===== config.mk =====
export PLATFORM = sky130hd
export DESIGN_NAME = axi4_mem_read_slave_flat
export DESIGN_NICKNAME = d
export VERILOG_FILES = /design/src/rtl/axi4_mem_read_slave_if.sv /design/src/rtl/axi4_mem_read_slave.sv /design/src/flat_wrapper.sv
export SDC_FILE = /design/constraint.sdc
export NUM_CORES = 1
export LEC_CHECK = 0
export ABC_CLOCK_PERIOD_IN_PS = 3500
export BUFFER_PORTS_ARGS = -buffer_cell sky130_fd_sc_hd__buf_2
export CAP_MARGIN = 20
export CORE_MARGIN = 10
export CORE_UTILIZATION = 45
export CTS_BUF_LIST = sky130_fd_sc_hd__clkbuf_4
export CTS_CLUSTER_DIAMETER = 50
export CTS_CLUSTER_SIZE = 8
export DETAILED_ROUTE_END_ITERATION = 6
export PLACE_DENSITY = 0.69
export SETUP_SLACK_MARGIN = 0.15
export SLEW_MARGIN = 20
export SYNTH_ARGS = -nofsm -noshare
export SYNTH_HDL_FRONTEND = slang
export SYNTH_SLANG_ARGS = --single-unit

===== constraint.sdc =====
create_clock -name clk -period 3.5 [get_ports clk]
set_input_delay 0 -clock clk [delete_from_list [all_inputs] [get_ports clk]]
set_output_delay 0 -clock clk [all_outputs]
set_load 0.03 [all_outputs]

===== src/rtl/axi4_mem_read_slave_if.sv =====
// AXI4 read-address and read-data channel bundles used by the block-RAM read slave.
// The spec-facing modport names (in/out) sit next to the usual master/slave views.

interface axi4_ar_intf #(
  parameter int ADDR_WIDTH = 32,
  parameter int ID_WIDTH   = 1,
  parameter int USER_WIDTH = 1
);
  logic                  arvalid;
  logic                  arready;
  logic [ADDR_WIDTH-1:0] araddr;
  logic [7:0]            arlen;
  logic [2:0]            arsize;
  logic [1:0]            arburst;
  logic [ID_WIDTH-1:0]   arid;
  logic                  arlock;
  logic [3:0]            arcache;
  logic [2:0]            arprot;
  logic [3:0]            arqos;
  logic [USER_WIDTH-1:0] aruser;

  modport master (
    output arvalid, araddr, arlen, arsize, arburst, arid,
           arlock, arcache, arprot, arqos, aruser,
    input  arready
  );

  modport slave (
    input  arvalid, araddr, arlen, arsize, arburst, arid,
           arlock, arcache, arprot, arqos, aruser,
    output arready
  );

  modport in (
    input  arvalid, araddr, arlen, arsize, arburst, arid,
           arlock, arcache, arprot, arqos, aruser,
    output arready
  );
endinterface

interface axi4_r_intf #(
  parameter int DATA_WIDTH = 32,
  parameter int ID_WIDTH   = 1
);
  logic                  rvalid;
  logic                  rready;
  logic [DATA_WIDTH-1:0] rdata;
  logic [1:0]            rresp;
  logic                  rlast;
  logic [ID_WIDTH-1:0]   rid;

  modport master (
    output rvalid, rdata, rresp, rlast, rid,
    input  rready
  );

  modport slave (
    input  rvalid, rdata, rresp, rlast, rid,
    output rready
  );

  modport out (
    output rvalid, rdata, rresp, rlast, rid,
    input  rready
  );
endinterface


===== src/rtl/axi4_mem_read_slave.sv =====
// AXI4 read slave in front of a synchronous block RAM: accepts one AR burst at a time,
// walks its beat addresses, reads one RAM word per beat and returns beats on R through a
// 2-entry first-word-fall-through buffer. The beat whose RAM data is arriving this cycle
// is presented directly on R when the buffer is empty, giving AR-to-R latency of 2 cycles.

module axi4_mem_read_slave #(
  parameter int ADDR_WIDTH     = 32,
  parameter int DATA_WIDTH     = 32,
  parameter int ID_WIDTH       = 1,
  parameter int MEM_ADDR_WIDTH = 10
) (
  input  logic                      clk,
  input  logic                      rst,
  axi4_ar_intf.in                   ar,
  axi4_r_intf.out                   r,
  output logic                      mem_rd_en,
  output logic [MEM_ADDR_WIDTH-1:0] mem_rd_addr,
  input  logic [DATA_WIDTH-1:0]     mem_rd_data
);

  localparam int BYTES     = DATA_WIDTH / 8;
  localparam int LB        = $clog2(BYTES);
  localparam int CAP_SHIFT = LB + MEM_ADDR_WIDTH;

  localparam logic [1:0] RESP_OKAY   = 2'b00;
  localparam logic [1:0] RESP_SLVERR = 2'b10;
  localparam logic [1:0] BURST_FIXED = 2'b00;
  localparam logic [1:0] BURST_WRAP  = 2'b10;

  typedef enum logic {IDLE, BURST} state_t;

  typedef struct packed {
    logic [DATA_WIDTH-1:0] data;
    logic [1:0]            resp;
    logic                  last;
    logic [ID_WIDTH-1:0]   id;
  } beat_t;

  state_t state, state_next;
  logic   ar_ready_int;
  logic   ar_hs;

  logic [ADDR_WIDTH-1:0] addr, addr_next;
  logic [ADDR_WIDTH-1:0] step, wrap_mask;
  logic [7:0]            len, beat;
  logic [2:0]            size;
  logic [1:0]            burst;
  logic [ID_WIDTH-1:0]   id;
  logic                  size_err;
  logic                  addr_err;
  logic                  beat_err;
  logic                  is_last;

  logic                  issue;
  logic [2:0]            occupancy;
  logic                  pop;

  logic                  infl_v;
  logic                  infl_err;
  logic                  infl_last;
  logic [ID_WIDTH-1:0]   infl_id;
  beat_t                 infl_beat;

  beat_t                 fifo_mem [2];
  logic                  rd_ptr, wr_ptr;
  logic [1:0]            fifo_count;
  logic                  fifo_empty;
  logic                  push;
  logic                  pop_fifo;
  beat_t                 head;

  logic                  unused_sideband;

  assign unused_sideband = ^{ar.arlock, ar.arcache, ar.arprot, ar.arqos, ar.aruser};

  // Beats beyond the RAM capacity get an error response instead of a RAM read.
  if (CAP_SHIFT < ADDR_WIDTH) begin : g_cap_check
    assign addr_err = |(addr >> CAP_SHIFT);
  end else begin : g_no_cap_check
    assign addr_err = 1'b0;
  end

  assign beat_err  = size_err | addr_err;
  assign is_last   = (beat == len);
  assign pop       = r.rvalid & r.rready;
  assign occupancy = {1'b0, fifo_count} + {2'b00, infl_v} - {2'b00, pop};
  assign issue     = (state == BURST) && (occupancy < 3'd2);
  assign ar_hs     = ar.arvalid & ar_ready_int;
  assign ar.arready = ar_ready_int;

  assign mem_rd_en   = issue & ~beat_err;
  assign mem_rd_addr = addr[LB +: MEM_ADDR_WIDTH];

  // State register for the accept/walk controller.
  always_ff @(posedge clk) begin
    if (rst) state <= IDLE;
    else     state <= state_next;
  end

  // Next state and arready: accept in IDLE, return to IDLE on the edge issuing the last beat.
  always_comb begin
    state_next   = state;
    ar_ready_int = 1'b0;
    case (state)
      IDLE: begin
        ar_ready_int = ~rst;
        if (ar.arvalid && ar_ready_int) state_next = BURST;
      end
      BURST: begin
        if (issue && is_last) state_next = IDLE;
      end
      default: state_next = IDLE;
    endcase
  end

  // Next beat address for FIXED, WRAP and INCR (reserved burst type behaves as INCR).
  always_comb begin
    step      = ADDR_WIDTH'(1) << size;
    wrap_mask = ((ADDR_WIDTH'(len) + ADDR_WIDTH'(1)) << size) - ADDR_WIDTH'(1);
    addr_next = addr + step;
    if (burst == BURST_FIXED)
      addr_next = addr;
    else if (burst == BURST_WRAP)
      addr_next = (addr & ~wrap_mask) | ((addr + step) & wrap_mask);
  end

  // Burst context: latched on AR acceptance, advanced on every issued beat.
  always_ff @(posedge clk) begin
    if (rst) begin
      addr     <= '0;
      len      <= '0;
      size     <= '0;
      burst    <= '0;
      id       <= '0;
      size_err <= 1'b0;
      beat     <= '0;
    end else if (ar_hs) begin
      addr     <= ar.araddr;
      len      <= ar.arlen;
      size     <= ar.arsize;
      burst    <= ar.arburst;
      id       <= ar.arid;
      size_err <= (int'(ar.arsize) > LB);
      beat     <= '0;
    end else if (issue) begin
      addr     <= addr_next;
      beat     <= beat + 8'd1;
    end
  end

  // In-flight stage: the beat issued last cycle, whose RAM data is on mem_rd_data now.
  always_ff @(posedge clk) begin
    if (rst) begin
      infl_v    <= 1'b0;
      infl_err  <= 1'b0;
      infl_last <= 1'b0;
      infl_id   <= '0;
    end else begin
      infl_v    <= issue;
      infl_err  <= beat_err;
      infl_last <= is_last;
      infl_id   <= id;
    end
  end

  assign infl_beat.data = infl_err ? '0 : mem_rd_data;
  assign infl_beat.resp = infl_err ? RESP_SLVERR : RESP_OKAY;
  assign infl_beat.last = infl_last;
  assign infl_beat.id   = infl_id;

  assign fifo_empty = (fifo_count == 2'd0);
  assign pop_fifo   = pop & ~fifo_empty;
  assign push       = infl_v & ~(fifo_empty & pop);
  assign head       = fifo_empty ? infl_beat : fifo_mem[rd_ptr];

  assign r.rvalid = ~fifo_empty | infl_v;
  assign r.rdata  = head.data;
  assign r.rresp  = head.resp;
  assign r.rlast  = head.last;
  assign r.rid    = head.id;

  // Buffer storage: an in-flight beat not consumed directly is parked with its data.
  always_ff @(posedge clk) begin
    if (push) fifo_mem[wr_ptr] <= infl_beat;
  end

  // Buffer pointers and occupancy.
  always_ff @(posedge clk) begin
    if (rst) begin
      rd_ptr     <= 1'b0;
      wr_ptr     <= 1'b0;
      fifo_count <= 2'd0;
    end else begin
      if (push)     wr_ptr <= ~wr_ptr;
      if (pop_fifo) rd_ptr <= ~rd_ptr;
      fifo_count <= fifo_count + {1'b0, push} - {1'b0, pop_fifo};
    end
  end

endmodule


===== src/flat_wrapper.sv =====
// flat-port wrapper written by rule: the top's interface ports become plain ports
module axi4_mem_read_slave_flat 
#(
  parameter int ADDR_WIDTH     = 32,
  parameter int DATA_WIDTH     = 32,
  parameter int ID_WIDTH       = 1,
  parameter int MEM_ADDR_WIDTH = 10
)
  (clk, rst, mem_rd_en, mem_rd_addr, mem_rd_data, ar_arvalid, ar_araddr, ar_arlen, ar_arsize, ar_arburst, ar_arid, ar_arlock, ar_arcache, ar_arprot, ar_arqos, ar_aruser, ar_arready, r_rvalid, r_rdata, r_rresp, r_rlast, r_rid, r_rready);
  axi4_ar_intf #(.ADDR_WIDTH(ADDR_WIDTH), .ID_WIDTH(ID_WIDTH)) ar_i ();
  axi4_r_intf #(.DATA_WIDTH(DATA_WIDTH), .ID_WIDTH(ID_WIDTH)) r_i ();
  input  logic clk;
  input  logic rst;
  output logic mem_rd_en;
  output logic [MEM_ADDR_WIDTH-1:0] mem_rd_addr;
  input  logic [DATA_WIDTH-1:0] mem_rd_data;
  input wire logic [$bits(ar_i.arvalid)-1:0] ar_arvalid;
  input wire logic [$bits(ar_i.araddr)-1:0] ar_araddr;
  input wire logic [$bits(ar_i.arlen)-1:0] ar_arlen;
  input wire logic [$bits(ar_i.arsize)-1:0] ar_arsize;
  input wire logic [$bits(ar_i.arburst)-1:0] ar_arburst;
  input wire logic [$bits(ar_i.arid)-1:0] ar_arid;
  input wire logic [$bits(ar_i.arlock)-1:0] ar_arlock;
  input wire logic [$bits(ar_i.arcache)-1:0] ar_arcache;
  input wire logic [$bits(ar_i.arprot)-1:0] ar_arprot;
  input wire logic [$bits(ar_i.arqos)-1:0] ar_arqos;
  input wire logic [$bits(ar_i.aruser)-1:0] ar_aruser;
  output wire logic [$bits(ar_i.arready)-1:0] ar_arready;
  output wire logic [$bits(r_i.rvalid)-1:0] r_rvalid;
  output wire logic [$bits(r_i.rdata)-1:0] r_rdata;
  output wire logic [$bits(r_i.rresp)-1:0] r_rresp;
  output wire logic [$bits(r_i.rlast)-1:0] r_rlast;
  output wire logic [$bits(r_i.rid)-1:0] r_rid;
  input wire logic [$bits(r_i.rready)-1:0] r_rready;
  assign ar_i.arvalid = ar_arvalid;
  assign ar_i.araddr = ar_araddr;
  assign ar_i.arlen = ar_arlen;
  assign ar_i.arsize = ar_arsize;
  assign ar_i.arburst = ar_arburst;
  assign ar_i.arid = ar_arid;
  assign ar_i.arlock = ar_arlock;
  assign ar_i.arcache = ar_arcache;
  assign ar_i.arprot = ar_arprot;
  assign ar_i.arqos = ar_arqos;
  assign ar_i.aruser = ar_aruser;
  assign ar_arready = ar_i.arready;
  assign r_rvalid = r_i.rvalid;
  assign r_rdata = r_i.rdata;
  assign r_rresp = r_i.rresp;
  assign r_rlast = r_i.rlast;
  assign r_rid = r_i.rid;
  assign r_i.rready = r_rready;
  axi4_mem_read_slave #(.ADDR_WIDTH(ADDR_WIDTH), .DATA_WIDTH(DATA_WIDTH), .ID_WIDTH(ID_WIDTH), .MEM_ADDR_WIDTH(MEM_ADDR_WIDTH)) u_core (.clk(clk), .rst(rst), .ar(ar_i), .r(r_i), .mem_rd_en(mem_rd_en), .mem_rd_addr(mem_rd_addr), .mem_rd_data(mem_rd_data));
endmodule

==> metrics.md <==
| Metric | Value |
|---|---|
| Outcome | `finished, final reports clean` |
| Initial Util | `between 40 and 50%` |
| Place WS | `155.5 ps` |
| Final Hold Violating Endpoints | `0` |
| Yosys warns | `0` |
| Nets | `1206` |
| VDD IR max | `0.4285 mV` |
| PwrDens | `521.3 nW/µm²` |
| Gpl congestion | `roughly 0.92` |
| Synth top area share | `25.67%` |
| Area of the multi-input gates | `4486 µm²` |
| I/O pin cnt | `144` |
| CTS Buffer Depth | `2` |
| Worst setup EP type | `register` |
| Inserted Clock Buffers | `17` |
| Setup ws final | `between 200 and 300 ps` |
| Leak Pwr | `just over 4 nW` |
| CTS tree | `built` |
| RSZ-0062 raised after global routing | `true` |
| Row count | `49` |
| Cells after Synth | `a little under 900` |
| Syn Std Cell Area | `8188 µm²` |
| Area fraction in compound gates after synthesis | `17.36%` |
| Internal | `just over 0.003 W` |
| Post-synthesis register bit count | `135` |
| Post-Place Cell Area | `a little over 9000 µm²` |
| Sequential fraction of design power | `between 30% and 40%` |
| Post-synthesis sequential area ratio | `roughly 42%` |
| Worst-skew pair later-pin latency | `590 ps` |
| Commonest cells post-synth | `nand2_1 (87), nor2_1 (77), edfxtp_1 (70)` |
| Drc violations | `0` |
| MaxCap Viol Count | `0` |
| Combinational family with the most area after synthesis | `simple AND/OR/NAND/NOR gates` |
| Combinational Power Share | `between 40% and 50%` |
| Adder-cell share of the synthesized area | `under 10%` |
| DIE WIDTH | `154.9 µm` |
| Clk_skew | `21.28 ps` |
| CP Class | `reg2reg` |
| DIE AREA | `23990 µm²` |
| Post-synth EDFFs | `70` |
| # H-tree levels | `4` |
| Total GRT Usage | `a little under a fifth` |
| Final Critical Period | `3230 ps` |
| Violation count after the first detailed-route iteration | `between 400 and 500` |
| CTS sink count | `around 140` |
| Root buffer cell | `clkbuf_4` |
| Vias in the first global route | `between 7000 and 8000` |
| Most common cell in the synthesized netlist | `nand2_1` |
| Mean post-synth cell area | `9.283 µm²` |
| Layout Area Growth over Synthesis | `27.40%` |
| Final setup TNS | `0 ps` |
| Final Setup Violations | `0` |
| Prevailing post-synth register cell | `edfxtp_1` |
| Clk pwr share | `20.3%` |
| Mapped Nets | `994` |
| Die Y-Extent | `154.9 µm` |
| Initial antenna violation count | `1` |
| Simple-Gate Fraction of Synth Area | `22.22%` |
| Via density | `around 5.5` |
| Drt total wl | `22440 µm` |
| Slew headroom | `a little under a third` |
| Asr flop ratio synth | `0%` |
| Area leader, netlist | `edfxtp_1` |
| Clock-pin transition on the worst setup and hold timing paths | `140 ps` |
| Final ANT Viol Nets | `0` |
| Worst Path Arrival | `3740 ps` |
| Global-route wire length before repair | `36200 µm` |
| Worst-margin pin slew | `1027 ps` |
| Fmax | `slightly above 300 MHz` |
| DR pass1 iterations | `5` |
| Core Region | `17900 µm²` |
| WHS | `71.78 ps` |
| Max-slew violations | `0` |
| Share of cells above drive strength 1 | `25.75%` |
| Post-Synth XOR/XNOR Area | `~5.0%` |
| Crit path required time | `4010 ps` |
| Vias post-DR | `7339` |
| Fin area | `10430 µm²` |
| Switch Pwr | `0.002335 W` |
| Path category of the worst min-delay check | `in2reg` |
| Switching Share | `42.95%` |
| Grt total ovfl | `0` |
| Largest net degree at the start of global routing | `73` |
| Final Cycle Share | `between 90% and 100%` |
| Startpoint types | `register` |
| FF+latch area | `about 3400 µm²` |
| Multiplexer area fraction after synthesis | `5.700%` |
| Fillers | `1564` |
| Top post-synthesis cells by area | `edfxtp_1 (26%), dfxtp_1 (16%), mux2i_1 (5.0%)` |
| Wire per inst | `around 17 µm` |
| DP Wirelength | `roughly 15000 µm` |
| Post-synth cell types | `85` |
| Crit Path Max Fanout | `8` |
| Port buffer count | `129` |
cells by family after synthesis:
family,after synthesis
adder cells (fa/ha/maj),17
flip-flops,135
XOR/XNOR,47
multiplexers,46
buffers and inverters,90
other,1
AND/OR/NAND/NOR,345
AO/OA/AOI/OAI,201
through the flow:
stage / util [%] / power [W] / std cells
after floorplan: - / 0.003630 / 882
after global placement: 51.07 / 0.004202 / 1216
after detailed placement: 51.07 / 0.004237 / 1216
after CTS: 57.26 / 0.005417 / 1328
after global routing: 58.27 / 0.005779 / 1337
final: 58.27 / 0.005438 / 1337
worst paths after layout:
kind	startpoint	to	slack, ps	depth (start not counted)
hold reg to reg	u_core.infl_last$_SDFF_PP0_	u_core.fifo_mem[0][1]$_DFFE_PP_	490	0
hold / removal	rst	u_core.wr_ptr$_SDFFE_PP0P_	70	3
setup reg to reg	u_core.len[5]$_SDFFE_PP0P_	register	270	10
setup / recovery	u_core.len[5]$_SDFFE_PP0P_	register	270	10
what timing repair did:
action                     CTS  global route
hold buffers                80             0
resized for setup            1            35
pin swaps                    0            16
buffers inserted             0             8
hold endpoints to repair   122             0
setup endpoints to repair    1            22
power by group through the flow:
stage / combinational [W] / clock [W] / sequential (W)
after detailed placement: 0.00214 / 0 / 0.00209
after floorplan: 0.00165 / 0 / 0.00198
after global routing: 0.00249 / 0.00120 / 0.00209
after global placement: 0.00212 / 0 / 0.00209
final: 0.00227 / 0.00111 / 0.00206
after CTS: 0.00222 / 0.00114 / 0.00206
final cells by class:
type | instances | share of cell area [%]
Tap cell | 229 | 2.747
Antenna cell | 1 | 0.02399
Clock inverter | 15 | 1.715
Multi-Input combinational cell | 657 | 43.00
Clock buffer | 17 | 1.223
Timing Repair Buffer | 262 | 17.73
Inverter | 21 | 0.7557
Sequential cell | 135 | 32.81
layout by cell type (no fill, tap or decap), types with 5 or more instances in the layout:
master	n
dlygate4sd3_1	80
nand3_1	19
edfxtp_1	70
nor2b_1	41
buf_2	129
and3_1	12
xnor2_1	17
clkbuf_4	17
xor2_1	29
o21ai_0	58
nand2b_1	13
a211oi_2	5
or4_1	5
or3_1	8
a31oi_1	6
a311oi_1	7
nor2_1	75
nor4_1	11
and2_1	9
mux2_2	5
nand4_1	12
buf_4	51
a211oi_1	23
a21oi_1	32
inv_8	5
mux2i_1	41
nor3_1	13
inv_1	18
ha_1	12
dfxtp_1	56
dfxtp_2	6
o21a_1	5
o211ai_1	5
o31ai_1	8
nand2_1	84
critical path, stage by stage (launching register included):
cell	delay (ps)
dfxtp_1	540
nand4_1	260
a211oi_1	430
nor4_1	120
a211o_1	340
nor4b_2	260
nor4b_4	260
buf_4	200
o21ai_4	70
or4_1	490
a31oi_1	180
per-layer routing:
layer  vias to the layer above  track usage [%]  routed length [µm]
met3                        39            4.329                1544
met1                      3431            22.69                9784
met5                         -                0                   0
met4                         0            6.388                 480
li1                       3631                -                   -
met2                       238            29.82               10630
No activity file was read; power rests on OpenSTA's default activity.
